File: config.mk
export PLATFORM = sky130hd
export DESIGN_NAME = syscall_unit
export DESIGN_NICKNAME = d
export VERILOG_FILES = /design/src/rtl/syscall_unit.sv
export SDC_FILE = /design/constraint.sdc
export NUM_CORES = 1
export LEC_CHECK = 0
export CORE_MARGIN = 2
export CORE_UTILIZATION = 48
export DETAILED_ROUTE_END_ITERATION = 8
export PLACE_DENSITY = 0.85
export SLEW_MARGIN = 20
export SYNTH_ARGS = -nofsm -noshare
export SYNTH_HDL_FRONTEND = slang
export SYNTH_SLANG_ARGS = --single-unit
export TNS_END_PERCENT = 1
File: constraint.sdc
create_clock -name clk -period 4.4 [get_ports clk]
set_input_delay 0.88 -clock clk [delete_from_list [all_inputs] [get_ports clk]]
set_output_delay 0.88 -clock clk [all_outputs]
set_load 0.02 [all_outputs]
File: src/rtl/syscall_unit.sv
`default_nettype none
// ============================================================================
// Module   : syscall_unit
// Brief    : Syscall service sequencer (halt / print / pause) with PC enable
//            and run statistics for the board display.
// Revision : 1.0 - initial release
// ============================================================================
module syscall_unit #(
    parameter int unsigned WIDTH      = 32,
    parameter int unsigned HALT_CODE  = 10,
    parameter int unsigned PRINT_CODE = 34,
    parameter int unsigned PAUSE_CODE = 50
) (
    input  logic             clk,
    input  logic             rst,
    input  logic             IsSyscall,
    input  logic [WIDTH-1:0] V0,
    input  logic [WIDTH-1:0] A0,
    input  logic             Go,
    output logic             PcEn,
    output logic             Halted,
    output logic             Paused,
    output logic [WIDTH-1:0] LedData,
    output logic [WIDTH-1:0] SyscallCount,
    output logic [WIDTH-1:0] CycleCount
);

    localparam logic [WIDTH-1:0] C_HALT  = WIDTH'(HALT_CODE);
    localparam logic [WIDTH-1:0] C_PRINT = WIDTH'(PRINT_CODE);
    localparam logic [WIDTH-1:0] C_PAUSE = WIDTH'(PAUSE_CODE);
    localparam logic [WIDTH-1:0] C_ONE   = WIDTH'(1);

    typedef enum logic [1:0] {
        ST_RUN    = 2'd0,
        ST_PAUSE  = 2'd1,
        ST_RESUME = 2'd2,
        ST_HALT   = 2'd3
    } state_t;

    state_t           state_q, state_d;
    logic             go_q;
    logic [WIDTH-1:0] led_q, led_d;
    logic [WIDTH-1:0] sys_cnt_q;
    logic [WIDTH-1:0] cyc_cnt_q;
    logic             w_acc;

    always_ff @(posedge clk) begin
        if (rst) begin
            state_q   <= ST_RUN;
            go_q      <= 1'b0;
            led_q     <= '0;
            sys_cnt_q <= '0;
            cyc_cnt_q <= '0;
        end else begin
            state_q <= state_d;
            go_q    <= Go;
            led_q   <= led_d;
            if (w_acc)
                sys_cnt_q <= sys_cnt_q + C_ONE;
            // The halting syscall's own cycle still counts: the test is on the current state.
            if (state_q != ST_HALT)
                cyc_cnt_q <= cyc_cnt_q + C_ONE;
        end
    end

    always_comb begin
        state_d = state_q;
        led_d   = led_q;
        PcEn    = 1'b0;
        w_acc   = 1'b0;
        case (state_q)
            ST_RUN: begin
                PcEn = 1'b1;
                if (IsSyscall) begin
                    w_acc = 1'b1;
                    if (V0 == C_HALT) begin
                        PcEn    = 1'b0;
                        state_d = ST_HALT;
                    end else if (V0 == C_PAUSE) begin
                        PcEn    = 1'b0;
                        state_d = ST_PAUSE;
                    end else if (V0 == C_PRINT) begin
                        led_d = A0;
                    end
                end
            end
            ST_PAUSE: begin
                if (Go && !go_q)
                    state_d = ST_RESUME;
            end
            // One-cycle step past the pausing syscall; it is not re-accepted here.
            ST_RESUME: begin
                PcEn    = 1'b1;
                state_d = ST_RUN;
            end
            ST_HALT: begin
                state_d = ST_HALT;
            end
            default: begin
                state_d = ST_RUN;
            end
        endcase
    end

    assign Halted       = (state_q == ST_HALT);
    assign Paused       = (state_q == ST_PAUSE);
    assign LedData      = led_q;
    assign SyscallCount = sys_cnt_q;
    assign CycleCount   = cyc_cnt_q;

endmodule
`default_nettype wire

==> results list <==
- DR vias/cell: around 5.2
- XOR/XNOR share of the synthesized area: under 10%
- Hold/Removal Path Class: reg2reg
- Complex-gate fraction of the synthesized area: between 10% and 20%
- Timing would allow up to 0.254 GHz.
- Maximum fanout along the worst path: 3
* Ys flop type: dfxtp_1
* Critical-path cell list: clkdlybuf4s50_1 > or4b_1 > and4bb_2 > nand2_1 > o21ai_0 > nand2b_1 > clkdlybuf4s50_1
* Max cap viols: 0
* Reg-to-reg setup timing slack: around 1.7 ns
- The worst setup path is captured at an output port.
- Top library cells by usage in the layout, fill and taps aside: 165 x clkdlybuf4s50_1, 99 x dfxtp_1, 56 x nand2_1, 55 x nor2_1, 35 x xnor2_1
- Total negative slack: 0 ns
* Number of enable flip-flop cells after synthesis: 0
- By area, the combinational part of the netlist is dominated by simple AND/OR/NAND/NOR gates.
- Synth top area cells: dfxtp_1 43%, xnor2_1 6.6%, a21oi_2 5.7%, nand2_1 4.5%, nor2_1 4.5%
* Pin count of the biggest net entering global routing: roughly 70
- Starting DRC count in detailed routing: 115
* R2R cell count: 5
- Gates resized during post-CTS repair numbered 0.
* Mux share of post-synthesis cell area: less than 1%
- The library cell used most frequently in the layout, excluding fill and tap cells, is clkdlybuf4s50_1.
- Cells fill between 60% and 70% of the core in the end.
- From synthesis to final layout, the design area changed by 40.1%.
* Post-detailed-route wirelength per cell: 15.2 um
- Combined area of all synthesized cells: between 4000 and 5000 um^2
* Total power density per cell area: between 200 and 300 nW/um^2
- The first global-routing pass estimated roughly 19,000 um of wire.
- The worst register-to-register path begins at SyscallCount[6].
- Counting distinct cell types in the post-synthesis netlist gives between 40 and 50.
- IO Pins: between 150 and 200
- Measured against its own limit, the worst slew margin works out to between 40% and 50%.
- Post-route setup slack: between 0.4 and 0.5 ns
- Cell taking the most area after synthesis: dfxtp_1
- Clock latency on the worst-skew pair: 0.35 ns
* Min-Delay Startpoint: LedData[7]
- Count of unresolved DRC violations after routing: 0
- The via count of the first global-routing pass is between 4,000 and 5,000.
- The endpoint identified for the worst register-to-register timing path is SyscallCount[31].
- At the worst endpoint, the required time is 3.52 ns.
* Tot Pwr: approximately 1.8 mW
* Finished Cell Area: approximately 6500 um^2
- Family with the most delay on the worst path: simple AND/OR/NAND/NOR gates
- CORE AREA: around 9300 um^2
* Post-synthesis share of cell area spent on full adders, half adders and majority gates: about 1.6%
- The die is ~100 um wide.
* Placed instance area: roughly 6300 um^2
- The analysis attributes to cell leakage a power of between 2 and 2.5 nW.
* Total of flip-flops plus latches after synthesis: just under 100
- Final critical-path required period: about 3.9 ns
- Buffers placed on the I/O ports in this run total ~170.
- Worst setup SP type: input port
- In the final layout, the share of cells above drive strength 1 is about an eighth.
- Clock-pin transition on the worst setup and hold timing paths: 0.08 ns
- Number of rows in the core area: 35
- The final max-slew violation count came to 0.
- CTS tree: built
* Delay of the slowest cell on the worst path: roughly 0.56 ns
* Max Buffers Root-to-Sink: 2
- Worst hold endpoint: LedData[7]
- Post-CTS Repair Setup Buffers: 0
- Setup repair after global routing left no endpoint under its margin.
- Sum of overflow across all layers after global routing: 0
- The root buffer cell chosen for the clock tree is clkbuf_8.
- Data on the critical path arrives at its endpoint at ~3.1 ns.
- Buffers plus inverters on the worst setup path: 2
- Buffers inserted during clock tree synthesis total 9.
- Combinational Power Share: about 14%
* Sequential Power Share: between 50% and 60%
* Simple-gate share of the synthesized area: between 30% and 40%
- The count of endpoints failing hold in the final timing report is 0.
- Effective utilization at floorplan: about 50%
- Top cell by count, worst path: clkdlybuf4s50_1
- The first detailed-routing pass ran for 4 iterations.
- CTS HTree Levels: 3
- Cell internal power was estimated by the tool at 1.38 mW.
- After legalization and detailed placement, the total HPWL measured about 9100 um.
- Finish-stage setup viols: 0
- CTS Sinks: 99
* Layout net count: roughly 750
* Average footprint of a synthesized cell: between 8 and 9 um^2
- Switching power share of the total: 24.6%
* Area fraction of the dominant cell type after synthesis: a little over two fifths
- Syn nets: about 600
- The number of antenna diodes in the final layout is 0.
- Dividing the final minimum period by the clock period gives a little under 90%.
- The clock arrives with roughly 0.012 ns of skew.
- Number of cells on the worst hold path: 2
- Sequential cell area fraction in the yosys report: between 40 and 50%
- Number of antenna violations at the first check in global routing: 0
* Final WL: roughly 12,000 um
- The routed layout has around 4,300 vias.
- Cells after synthesis: 525
- Post-CTS Hold Buffers: 0
- The critical path is of the in2out type.
- The analysis attributes to net switching a power of around 450 uW.
* Overall global routing resource usage: 23.1%
- Floorplan die height: about 100 um
- Post-placement worst setup slack: 0.451 ns
- Residual antenna-violating net count after detailed routing: 0
- For the pin with the worst max-slew slack, the measured transition is around 0.89 ns.
- Across the VDD grid, the largest voltage drop is around 0.16 mV.
- The share of total power dissipated in the clock network is about a third.
- Counting flops with an async set or reset pin after synthesis yields a share of 0%.
- The flow ran to the end, and the final reports show no timing, DRC or antenna violations.
- Die Outline Area: around 10,000 um^2
* Global placement routability congestion: ~0.85
- Synth warn: 0
- Cell with the biggest individual delay on the critical path: or4b_1
==> cell type report <==
type	count	area, um^2
Fill cell	751	2800
Clock inverter	4	75.1
Multi-Input combinational cell	385	2380
Clock buffer	11	141
Inverter	15	56.3
Tap cell	129	161
Timing Repair Buffer	170	1690
Sequential cell	99	1980
==> power groups by stage <==
stage	sequential, mW	combinational [mW]	clock (mW)
after floorplan	0.970	0.120	0
after detailed placement	0.960	0.254	0
after CTS	0.940	0.256	0.654
after global placement	0.957	0.247	0
final	0.939	0.254	0.638
after global routing	0.943	0.276	0.687
==> Yosys cell counts (14+ instances only) <==
master,n
dfxtp_1,99
nand2_1,56
nor2_1,55
xnor2_1,35
a21oi_2,30
nand2_2,30
a21oi_1,18
nand3_1,18
o21ai_0,17
nor3_1,16
nor4_1,16
or3_1,16
inv_1,15
nand4_1,14
==> through the flow <==
stage | hold slack (ns) | std cells
after floorplan | 0.504 | 525
after global placement | 0.439 | 798
after detailed placement | 0.445 | 798
after CTS | 0.458 | 813
after global routing | 0.474 | 813
final | 0.457 | 813
==> worst max path at each step <==
stage / slack (ns) / cells past startpoint / startpoint / to
floorplan: 1.45 / 5 / V0[2] / PcEn
global placement: 0.48 / 7 / V0[2] / PcEn
detailed placement: 0.45 / 7 / V0[2] / PcEn
CTS: 0.43 / 7 / V0[2] / PcEn
global route: 0.35 / 7 / V0[2] / PcEn
finish: 0.46 / 7 / V0[2] / PcEn
==> state kept, by name (all words and copies together) (netlist names) <==
signal	count
go_q	1
LedData	32
state_q	2
CycleCount	32
SyscallCount	32
==> cells by family after synthesis <==
family,count (synthesis)
compound gates,70
xor+xnor,44
fa+ha+maj,6
buf+inv,41
flops,99
mux,4
simple gates,261
==> worst min-delay path: cells and delay by family, from the launching register on <==
family           cells  cell delay [ns]
AO/OA/AOI/OAI        1             0.04
AND/OR/NAND/NOR      1             0.06
flip-flops           1             0.32
==> routing by layer <==
layer  vias to the layer above  part of all wire, %  global-route usage, %
met3                        19                  7.4                   5.68
met5                         -                    0                      0
met4                         0                  1.6                   6.97
met2                       154                   49                   41.9
met1                      1987                   42                   27.0
li1                       2101                    -                      -
Note: power is estimated with default switching activity, not from simulation.
